`config.mk`:
```
export PLATFORM = sky130hd
export DESIGN_NAME = rom_dump_sequencer_flat
export DESIGN_NICKNAME = d
export VERILOG_FILES = /design/src/rtl/rom_reader_pkg.sv /design/src/rtl/rom_dump_sequencer_if.sv /design/src/rtl/rom_access_timer.sv /design/src/rtl/rom_dump_sequencer.sv /design/src/flat_wrapper.sv
export SDC_FILE = /design/constraint.sdc
export NUM_CORES = 1
export LEC_CHECK = 0
export ABC_AREA = 1
export BUFFER_PORTS_ARGS = -buffer_cell sky130_fd_sc_hd__buf_2
export CAP_MARGIN = 40
export CORE_ASPECT_RATIO = 1.75
export CORE_MARGIN = 4
export CORE_UTILIZATION = 51
export CTS_BUF_LIST = sky130_fd_sc_hd__clkbuf_8
export DETAILED_ROUTE_END_ITERATION = 7
export GPL_ROUTABILITY_DRIVEN = 0
export HOLD_SLACK_MARGIN = 0.1
export PLACE_DENSITY = 0.84
export SLEW_MARGIN = 15
export SYNTH_ARGS = -nofsm -noshare
export SYNTH_HDL_FRONTEND = slang
export SYNTH_HIERARCHICAL = 1
export SYNTH_SLANG_ARGS = --single-unit
export TNS_END_PERCENT = 50
```
`constraint.sdc`:
```
create_clock -name clk -period 2.5 [get_ports clk]
set_input_delay 0.5 -clock clk [delete_from_list [all_inputs] [get_ports clk]]
set_output_delay 0.5 -clock clk [all_outputs]
set_load 0.01 [all_outputs]
```
`src/rtl/rom_reader_pkg.sv`:
```
// Shared definitions for the 556PT5/556PT4 ROM dump sequencer: state encoding,
// chip operation codes and chip geometry constants.
package rom_reader_pkg;

  localparam logic [2:0] ST_IDLE    = 3'd0;
  localparam logic [2:0] ST_SETUP   = 3'd1;
  localparam logic [2:0] ST_WAIT    = 3'd2;
  localparam logic [2:0] ST_CAPTURE = 3'd3;
  localparam logic [2:0] ST_HANDOFF = 3'd4;
  localparam logic [2:0] ST_DONE    = 3'd5;

  typedef enum logic [2:0] {
    S_IDLE    = ST_IDLE,
    S_SETUP   = ST_SETUP,
    S_WAIT    = ST_WAIT,
    S_CAPTURE = ST_CAPTURE,
    S_HANDOFF = ST_HANDOFF,
    S_DONE    = ST_DONE
  } state_t;

  // Control lines V1..V4, bit0 = V1
  localparam logic [3:0] OP_IDLE = 4'b0000;
  localparam logic [3:0] OP_READ = 4'b1100;

  localparam int DATA_WIDTH_3604    = 8;
  localparam int ADDRESS_WIDTH_3604 = 9;
  localparam int DATA_WIDTH_3601    = 4;
  localparam int ADDRESS_WIDTH_3601 = 8;

endpackage

```
`src/rtl/rom_dump_sequencer_if.sv`:
```
// Downstream word stream of the ROM dump sequencer (address/data pairs).
interface rom_dump_sequencer_if #(
  parameter int ADDRESS_WIDTH = 9,
  parameter int DATA_WIDTH    = 8
);
  // A word transfers on a rising edge where out_valid && out_ready. Once raised,
  // out_valid and out_addr/out_data hold until that transfer (abort/reset excepted);
  // out_ready may change freely and never depends combinationally on out_valid.
  logic [ADDRESS_WIDTH-1:0] out_addr;
  logic [DATA_WIDTH-1:0]    out_data;
  logic                     out_valid;
  logic                     out_ready;

  modport master (output out_addr, output out_data, output out_valid, input out_ready);
  modport slave  (input out_addr, input out_data, input out_valid, output out_ready);
endinterface

```
`src/rtl/rom_access_timer.sv`:
```
// Access-time down counter: load ACCESS_CYCLES-1, decrement to zero, flag zero.
module rom_access_timer #(
  parameter int ACCESS_CYCLES = 4
) (
  input  logic clk,
  input  logic reset,
  input  logic load,
  input  logic dec,
  output logic zero
);
  localparam int CW = $clog2(ACCESS_CYCLES + 1);

  logic [CW-1:0] count;

  always_ff @(posedge clk or posedge reset) begin
    if (reset) begin
      count <= '0;
    end else if (load) begin
      count <= CW'(ACCESS_CYCLES - 1);
    end else if (dec && (count != '0)) begin
      count <= count - 1'b1;
    end
  end

  assign zero = (count == '0);
endmodule

```
`src/rtl/rom_dump_sequencer.sv`:
```
// Full-chip read sweep of a 556PT5/556PT4 ROM, streaming (address, data) words downstream.
// Optional running checksum output enabled by defining ROM_DUMP_CHECKSUM_EN.
module rom_dump_sequencer
  import rom_reader_pkg::*;
#(
  parameter int DATA_WIDTH    = 8,
  parameter int ADDRESS_WIDTH = 9,
  parameter int ACCESS_CYCLES = 4
) (
  input  logic                     clk,
  input  logic                     reset,
  input  logic                     start,
  input  logic                     abort,
  input  logic [DATA_WIDTH-1:0]    data_line_in,
  output logic [3:0]               operation,
  output logic [ADDRESS_WIDTH-1:0] address_line,
  rom_dump_sequencer_if.master     out_if,
  output logic                     busy,
  output logic                     done,
`ifdef ROM_DUMP_CHECKSUM_EN
  output logic [15:0]              checksum,
`endif
  output state_t                   state_dbg
);
  localparam logic [ADDRESS_WIDTH-1:0] ADDR_MAX = '1;

  state_t                   state, state_next;
  logic [ADDRESS_WIDTH-1:0] addr_q;
  logic [ADDRESS_WIDTH-1:0] out_addr_q;
  logic [DATA_WIDTH-1:0]    out_data_q;
  logic                     out_valid_q;
  logic                     timer_load, timer_dec, timer_zero;
  logic                     abort_hit, start_hit, accept_hit;

  // abort beats both start and out_ready in the same cycle
  assign abort_hit  = abort && (state != S_IDLE);
  assign start_hit  = (state == S_IDLE) && start && !abort;
  assign accept_hit = (state == S_HANDOFF) && out_if.out_ready && !abort;

  rom_access_timer #(.ACCESS_CYCLES(ACCESS_CYCLES)) u_timer (
    .clk   (clk),
    .reset (reset),
    .load  (timer_load),
    .dec   (timer_dec),
    .zero  (timer_zero)
  );

  always_ff @(posedge clk or posedge reset) begin
    if (reset) state <= S_IDLE;
    else       state <= state_next;
  end

  always_comb begin
    state_next = state;
    timer_load = 1'b0;
    timer_dec  = 1'b0;
    operation  = OP_READ;
    busy       = 1'b1;
    done       = 1'b0;
    case (state)
      S_IDLE: begin
        operation = OP_IDLE;
        busy      = 1'b0;
        if (start_hit) state_next = S_SETUP;
      end
      S_SETUP: begin
        timer_load = 1'b1;
        state_next = S_WAIT;
      end
      S_WAIT: begin
        if (timer_zero) state_next = S_CAPTURE;
        else            timer_dec  = 1'b1;
      end
      S_CAPTURE: state_next = S_HANDOFF;
      S_HANDOFF: begin
        if (accept_hit) state_next = (addr_q == ADDR_MAX) ? S_DONE : S_SETUP;
      end
      S_DONE: begin
        operation  = OP_IDLE;
        done       = 1'b1;
        state_next = S_IDLE;
      end
      default: state_next = S_IDLE;
    endcase
    if (abort_hit) begin
      state_next = S_IDLE;
      timer_load = 1'b0;
      timer_dec  = 1'b0;
    end
  end

  always_ff @(posedge clk or posedge reset) begin
    if (reset) begin
      addr_q      <= '0;
      out_addr_q  <= '0;
      out_data_q  <= '0;
      out_valid_q <= 1'b0;
    end else if (abort_hit) begin
      addr_q      <= '0;
      out_valid_q <= 1'b0;
    end else begin
      if (start_hit) addr_q <= '0;
      if (state == S_CAPTURE) begin
        out_data_q  <= data_line_in;
        out_addr_q  <= addr_q;
        out_valid_q <= 1'b1;
      end
      // The last accepted word parks the address back at zero for DONE
      if (accept_hit) begin
        out_valid_q <= 1'b0;
        addr_q      <= (addr_q == ADDR_MAX) ? '0 : addr_q + 1'b1;
      end
    end
  end

`ifdef ROM_DUMP_CHECKSUM_EN
  always_ff @(posedge clk or posedge reset) begin
    if (reset)           checksum <= 16'h0000;
    else if (start_hit)  checksum <= 16'h0000;
    else if (accept_hit) checksum <= checksum + 16'(out_data_q);
  end
`endif

  assign address_line     = addr_q;
  assign out_if.out_addr  = out_addr_q;
  assign out_if.out_data  = out_data_q;
  assign out_if.out_valid = out_valid_q;
  assign state_dbg        = state;

endmodule

```
`src/flat_wrapper.sv`:
```
// flat-port wrapper written by rule: the top's interface ports become plain ports
module rom_dump_sequencer_flat import rom_reader_pkg::*;
#(
  parameter int DATA_WIDTH    = 8,
  parameter int ADDRESS_WIDTH = 9,
  parameter int ACCESS_CYCLES = 4
)
  (clk, reset, start, abort, data_line_in, operation, address_line, busy, done, state_dbg, out_if_out_addr, out_if_out_data, out_if_out_valid, out_if_out_ready);
  rom_dump_sequencer_if #(.ADDRESS_WIDTH(ADDRESS_WIDTH), .DATA_WIDTH(DATA_WIDTH)) out_if_i ();
  input  logic clk;
  input  logic reset;
  input  logic start;
  input  logic abort;
  input  logic [DATA_WIDTH-1:0] data_line_in;
  output logic [3:0] operation;
  output logic [ADDRESS_WIDTH-1:0] address_line;
  output logic busy;
  output logic done;
  output state_t state_dbg;
  output wire logic [$bits(out_if_i.out_addr)-1:0] out_if_out_addr;
  output wire logic [$bits(out_if_i.out_data)-1:0] out_if_out_data;
  output wire logic [$bits(out_if_i.out_valid)-1:0] out_if_out_valid;
  input wire logic [$bits(out_if_i.out_ready)-1:0] out_if_out_ready;
  assign out_if_out_addr = out_if_i.out_addr;
  assign out_if_out_data = out_if_i.out_data;
  assign out_if_out_valid = out_if_i.out_valid;
  assign out_if_i.out_ready = out_if_out_ready;
  rom_dump_sequencer #(.DATA_WIDTH(DATA_WIDTH), .ADDRESS_WIDTH(ADDRESS_WIDTH), .ACCESS_CYCLES(ACCESS_CYCLES)) u_core (.clk(clk), .reset(reset), .start(start), .abort(abort), .data_line_in(data_line_in), .operation(operation), .address_line(address_line), .out_if(out_if_i), .busy(busy), .done(done), .state_dbg(state_dbg));
endmodule
```
* After elaboration in Yosys (flattened, before gate mapping)
Cells that the tools add are included.
Word-level totals: register bits after elaboration 33, bits of input ports 13
Cells by class: add/sub/neg operators 2, equality and inequality tests 9, bitwise operators 1, reductions and logical operators 17, mux-type cells 23
Operators by type and width (number):
- two-way mux 9 bit | 4
- two-way mux 3 bit | 7
- one-hot mux 3 bit (5 select lines) | 1
- nonzero test 3 bit | 4
- two-way mux 1 bit | 10
- adder 9 x 1 -> 9 bit, second input constant | 1
- == test 9 bit, second input constant | 1
- != test 3 x 1 -> 1 bit, second input constant | 3
- == test 3 x 2 -> 1 bit, second input constant | 2
- == test 3 bit, second input constant | 2
- logical AND 1 bit | 6
- zero test 3 bit | 2
- two-way mux 4 bit | 1
- == test 3 x 1 -> 1 bit, second input constant | 1
- AND reduction 3 bit | 1
- subtractor 3 x 1 -> 3 bit, second input constant | 1
- AND reduction 2 bit | 1
- nonzero test 2 bit | 1
- OR reduction 2 bit | 1
- zero test 1 bit | 1
- NOT 1 bit | 1

* Longest topological paths before layout
depth in word-level cells 7, gate-level depth with buffers 10, gate-level depth less buffers 10

* By module
Netlist, hierarchy kept.
Modules (own cells, without submodules):
- rom_dump_sequencer | times used 1, area an instance 1622.8 um2, cells an instance 179, sequential area each 750.7 um2
- rom_access_timer | times used 1, area an instance 182.7 um2, cells an instance 25, sequential area each 75.1 um2

* Least setup slack after synthesis
OpenSTA, ideal clock, no wires.
path type flip-flop to output port, from register u_core.state[0] (netlist: u_core/state_dbg[0]), to output operation[3], required time 2.000 ns, stages on the path, launching flop included 7, setup slack 0.682 ns, arrival time 1.318 ns, cell sequence dfrtp_1 inv_1 nor2_1 inv_1 nor2_1 a21oi_1 buf_4
On the way: cells in the longest elaborated chain, start to end 3
RTL lines:
- from (decl) | line rom_dump_sequencer.sv:27 | state_t state, state_next;
- from (signal assigned) | line rom_dump_sequencer.sv:50 | else state <= state_next;
- == test 3 bit or zero test 3 bit (tied branches) | line rom_dump_sequencer.sv:60 | case (state)
- OR reduction 2 bit (no line) (*)
- two-way mux 4 bit (*) | line rom_dump_sequencer.sv:60
- to (decl) | line flat_wrapper.sv:15 | output logic [3:0] operation;
Every way passes the cells marked *; elsewhere a longest branch is shown, timed or not.

* Worst setup path in the final report
Ends and elaborated chain as after synthesis.

==> flow_results.org <==
** Outcome
- The flow ran to the end, and the final reports show no timing, DRC or antenna violations.

** Synth
- Area contributors post-synth :: sky130_fd_sc_hd__dfrtp_1 (46%), sky130_fd_sc_hd__o21ai_2 (11%), sky130_fd_sc_hd__nand2_1 (9.8%)
- Counting flops and latches in the post-synthesis netlist gives 33.
- The biggest area contributor in the post-synthesis netlist is sky130_fd_sc_hd__dfrtp_1.
- After synthesis, the netlist uses 22 different library cells.
- Synthesis produced 204 cells.
- Yosys synthesis warning count :: 6
- After synthesis, flip-flops and latches occupy 45.7% of the total area.
- Dividing the synthesized area by the synthesized cell count gives 8.85 um^2.
- The cell area that synthesis handed to floorplanning was 1810 um^2.
- Area share of the largest cell type after synthesis :: 45.7%

** Setup path
- The worst setup path is of the register to output port kind.
- Ordered cell list for the critical path :: inv_1 -> nor2_1 -> inv_1 -> nor2_1 -> a21oi_1 -> buf_2
- The critical path crosses 6 cells after its start point.
- Top cell family by delay on the critical path :: flip-flops
- In this run the register-to-register setup slack is 860 ps.
- In this run the worst setup path terminates at operation[3].
- Reg2reg start :: u_core/state_dbg[2]
- Maximum fanout encountered on the critical timing path :: 6
- The slowest stage of the critical path is the sky130_fd_sc_hd__dfrtp_1 cell.
- Slowest Stage Delay on Critical Path :: 560 ps
- The worst register-to-register path has a depth of 4.
- The worst setup path is captured at an output port.
- Data required time of the critical path :: 2000 ps
- Bufs and invs on worst path :: 3
- In this run the worst setup path begins at u_core/state_dbg[0].
- STA classifies the critical path startpoint as a register.
- Worst r2r dst :: u_core/out_if.out_addr[3]
- Worst path arrival time :: 1470 ps

** Worst hold path
- The min-delay analysis places its worst path in the category primary input to register.
- The worst hold path passes through 3 cells.

** STA
- After layout, the worst setup slack is 526 ps.
- Setup violations remaining at the end of the flow were counted as 0.
- Setup Total Neg Slack :: 0 ps
- Hold slack :: 461 ps
- Across the routed clock network, the largest skew measured is 7.96 ps.
- The worst pin sits at a relative slew slack of 60.4%.
- Highest Clock Rate :: 507 MHz
- Final worst path period need :: 1970 ps
- The hold violation count in the final report came to 0.
- Setup repair after global routing left no endpoint under its margin.
- Portion of the clock cycle consumed by the worst path in the final layout :: 79.0%
- Measured slew at the worst slew-check pin :: 593 ps
- The final max-slew violation count came to 0.

** Layout
- Share of layout cells above drive strength 1 :: 32.7%
- Leaving out fill and tap cells, the most frequent cell in the layout is sky130_fd_sc_hd__nand2_1.
- In the layout the commonest cells are sky130_fd_sc_hd__nand2_1 (47), sky130_fd_sc_hd__buf_2 (46), sky130_fd_sc_hd__inv_1 (39).
- Layout overhead on the synthesized area :: 17.9%
- Antenna Diode Count :: 0
- Counting the fill cells in the layout gives 307.
- Final nets :: 270

** Pwr
- VDD sags by at most 0.589 mV.
- For this design the ratio of total power to cell area is 820 nW/um^2.
- Switching portion of total power :: 38.1%
- Total internal power :: 1.08 mW
- For this design the static power due to leakage is 1.21 nW.
- Share of total power in sequential cells :: 42.9%
- Logic pwr share :: 36.5%
- The analysis attributes to net switching a power of 664 uW.
- Of the total power, the clock network draws 20.6%.

** Placement
- Pre-CTS setup slack :: 812 ps
- In this run the tool buffered the top-level ports with 46 buffer cells.
- Detailed placer's ending HPWL :: 2.77 mm

** Clock tree
- Clock latency reported for the late side of the worst-skew pair :: 280 ps
- Number of H-tree levels :: 2
- The clock passes through at most 2 buffers.
- Counting every sink on the clock net gives 33.
- Clock tree synthesis inserted a total of 5 buffers.
- Post-CTS clock slew at the launch and capture registers of the worst setup and hold paths :: 70 ps
- Root buf cell :: sky130_fd_sc_hd__clkbuf_8
- TritonCTS built the clock tree.

** Detailed routing
- Routed wire length :: 3.58 mm
- In the routed design, unresolved DRC markers number 0.
- Vias after detailed routing :: 1482
- In the routed layout, each cell is associated on average with a via count of 4.96.
- Per-cell routed wire length :: 12.0 um
- Pre-antenna DRT Iters :: 4
- In this run the remaining antenna-violating nets after routing total 0.
- The detailed router finished its first iteration with 54 violations.

** Floorplan
- The die is 53.0 um wide.
- Boundary pin count :: 49
- Die Outline Area :: 4590 um^2
- Measured along the y axis, the die boundary spans 86.7 um.
- Initial core utilization :: 53.1%
- Core region area :: 3400 um^2
- The floorplan has 28 rows.

** Global routing
- Maximum number of pins on one net before global-route repair :: 36
- Global routing consumed, over all layers together, 18.0% of the routing resources.
- The number of antenna violations at the first check in global routing came to 0.
- Global-route wire length before repair :: 6.27 mm
- The via count of the first global-routing pass is 1421.
- For this run the aggregate overflow at the end of global routing stands at 0.

** Flow run
- Number of max-cap violations :: 0
[cells in the mapped netlist, drive strengths merged]
cell   instances
nand2         49
inv           37
dfrtp         33
o21ai         24
nand3         21
nor2          13
nand4         10
buf            7
ha             4
a21oi          3
xor2           2
conb           1
[kinds of logic after synthesis]
family,count (synthesis),share of synthesized area (%)
AO/OA/AOI/OAI,27,12.1
XOR/XNOR,2,0.970
adder cells (fa/ha/maj),4,2.77
buffers and inverters,44,11.2
flip-flops,33,45.7
other,1,0.208
AND/OR/NAND/NOR,93,27.0
[power groups by stage]
stage | clock network (mW) | registers (mW) | logic (mW)
2_1_floorplan | 0 | 0.786 | 0.430
3_3_place_gp | 0 | 0.753 | 0.621
3_5_place_dp | 0 | 0.758 | 0.642
4_1_cts | 0.372 | 0.748 | 0.646
5_1_grt | 0.397 | 0.763 | 0.715
6_report | 0.360 | 0.748 | 0.637
[layout make-up]
class | instances | area (um^2) | share of cell area [%]
Sequential cell | 33 | 826 | 38.8
Multi-Input combinational cell | 128 | 781 | 36.7
Timing Repair Buffer | 48 | 248 | 11.6
Inverter | 37 | 139 | 6.52
Clock buffer | 5 | 68.8 | 3.23
Tap cell | 45 | 56.3 | 2.64
Clock inverter | 3 | 11.3 | 0.529
[repair_timing]
| item | CTS | global route |
|---|---|---|
| hold buffers | 1 | 0 |
| resized for setup | 0 | 0 |
| endpoints found under the setup margin | 0 | 0 |
| hold endpoints to repair | 3 | 0 |
| setup buffers | 0 | 0 |
[worst min-delay path by stage]
stage,start,to
after global placement,reset,u_core/u_timer/count[0]
after global routing,data_line_in[1],u_core/out_if.out_data[1]
after floorplan,reset,u_core/u_timer/count[0]
after detailed placement,reset,u_core/u_timer/count[2]
after CTS,data_line_in[1],u_core/out_if.out_data[1]
final,data_line_in[1],u_core/out_if.out_data[1]
[worst register-to-register path: stages, from the launching register on]
cell	delay (ps)
sky130_fd_sc_hd__dfrtp_1	500
sky130_fd_sc_hd__inv_2	200
sky130_fd_sc_hd__nand4_4	480
sky130_fd_sc_hd__nand2_1	270
sky130_fd_sc_hd__o21ai_2	70
[routing by layer]
metal  GRT usage (%)  wire length [um]
met1            19.3              1350
met2            32.1              1950
met5               0                 0
met4            9.07                77
met3            3.61               207
[sequential cells by signal (all words and copies together), names as in the netlist]
signal and flops:
u_core/address_line 9, u_core/out_if.out_addr 9, u_core/out_if.out_data 8, u_core/out_if.out_valid 1
u_core/state_dbg 3, u_core/u_timer/count 3
[metrics by stage]
step	std cells	power, mW	cell area (um^2)	util, %
2_1_floorplan	205	1.22	1810	-
3_3_place_gp	290	1.37	2040	60.0
3_5_place_dp	290	1.40	2040	60.0
4_1_cts	299	1.77	2130	62.7
5_1_grt	299	1.87	2130	62.7
6_report	299	1.75	2130	62.7
No activity file was read; power rests on OpenSTA's default activity.
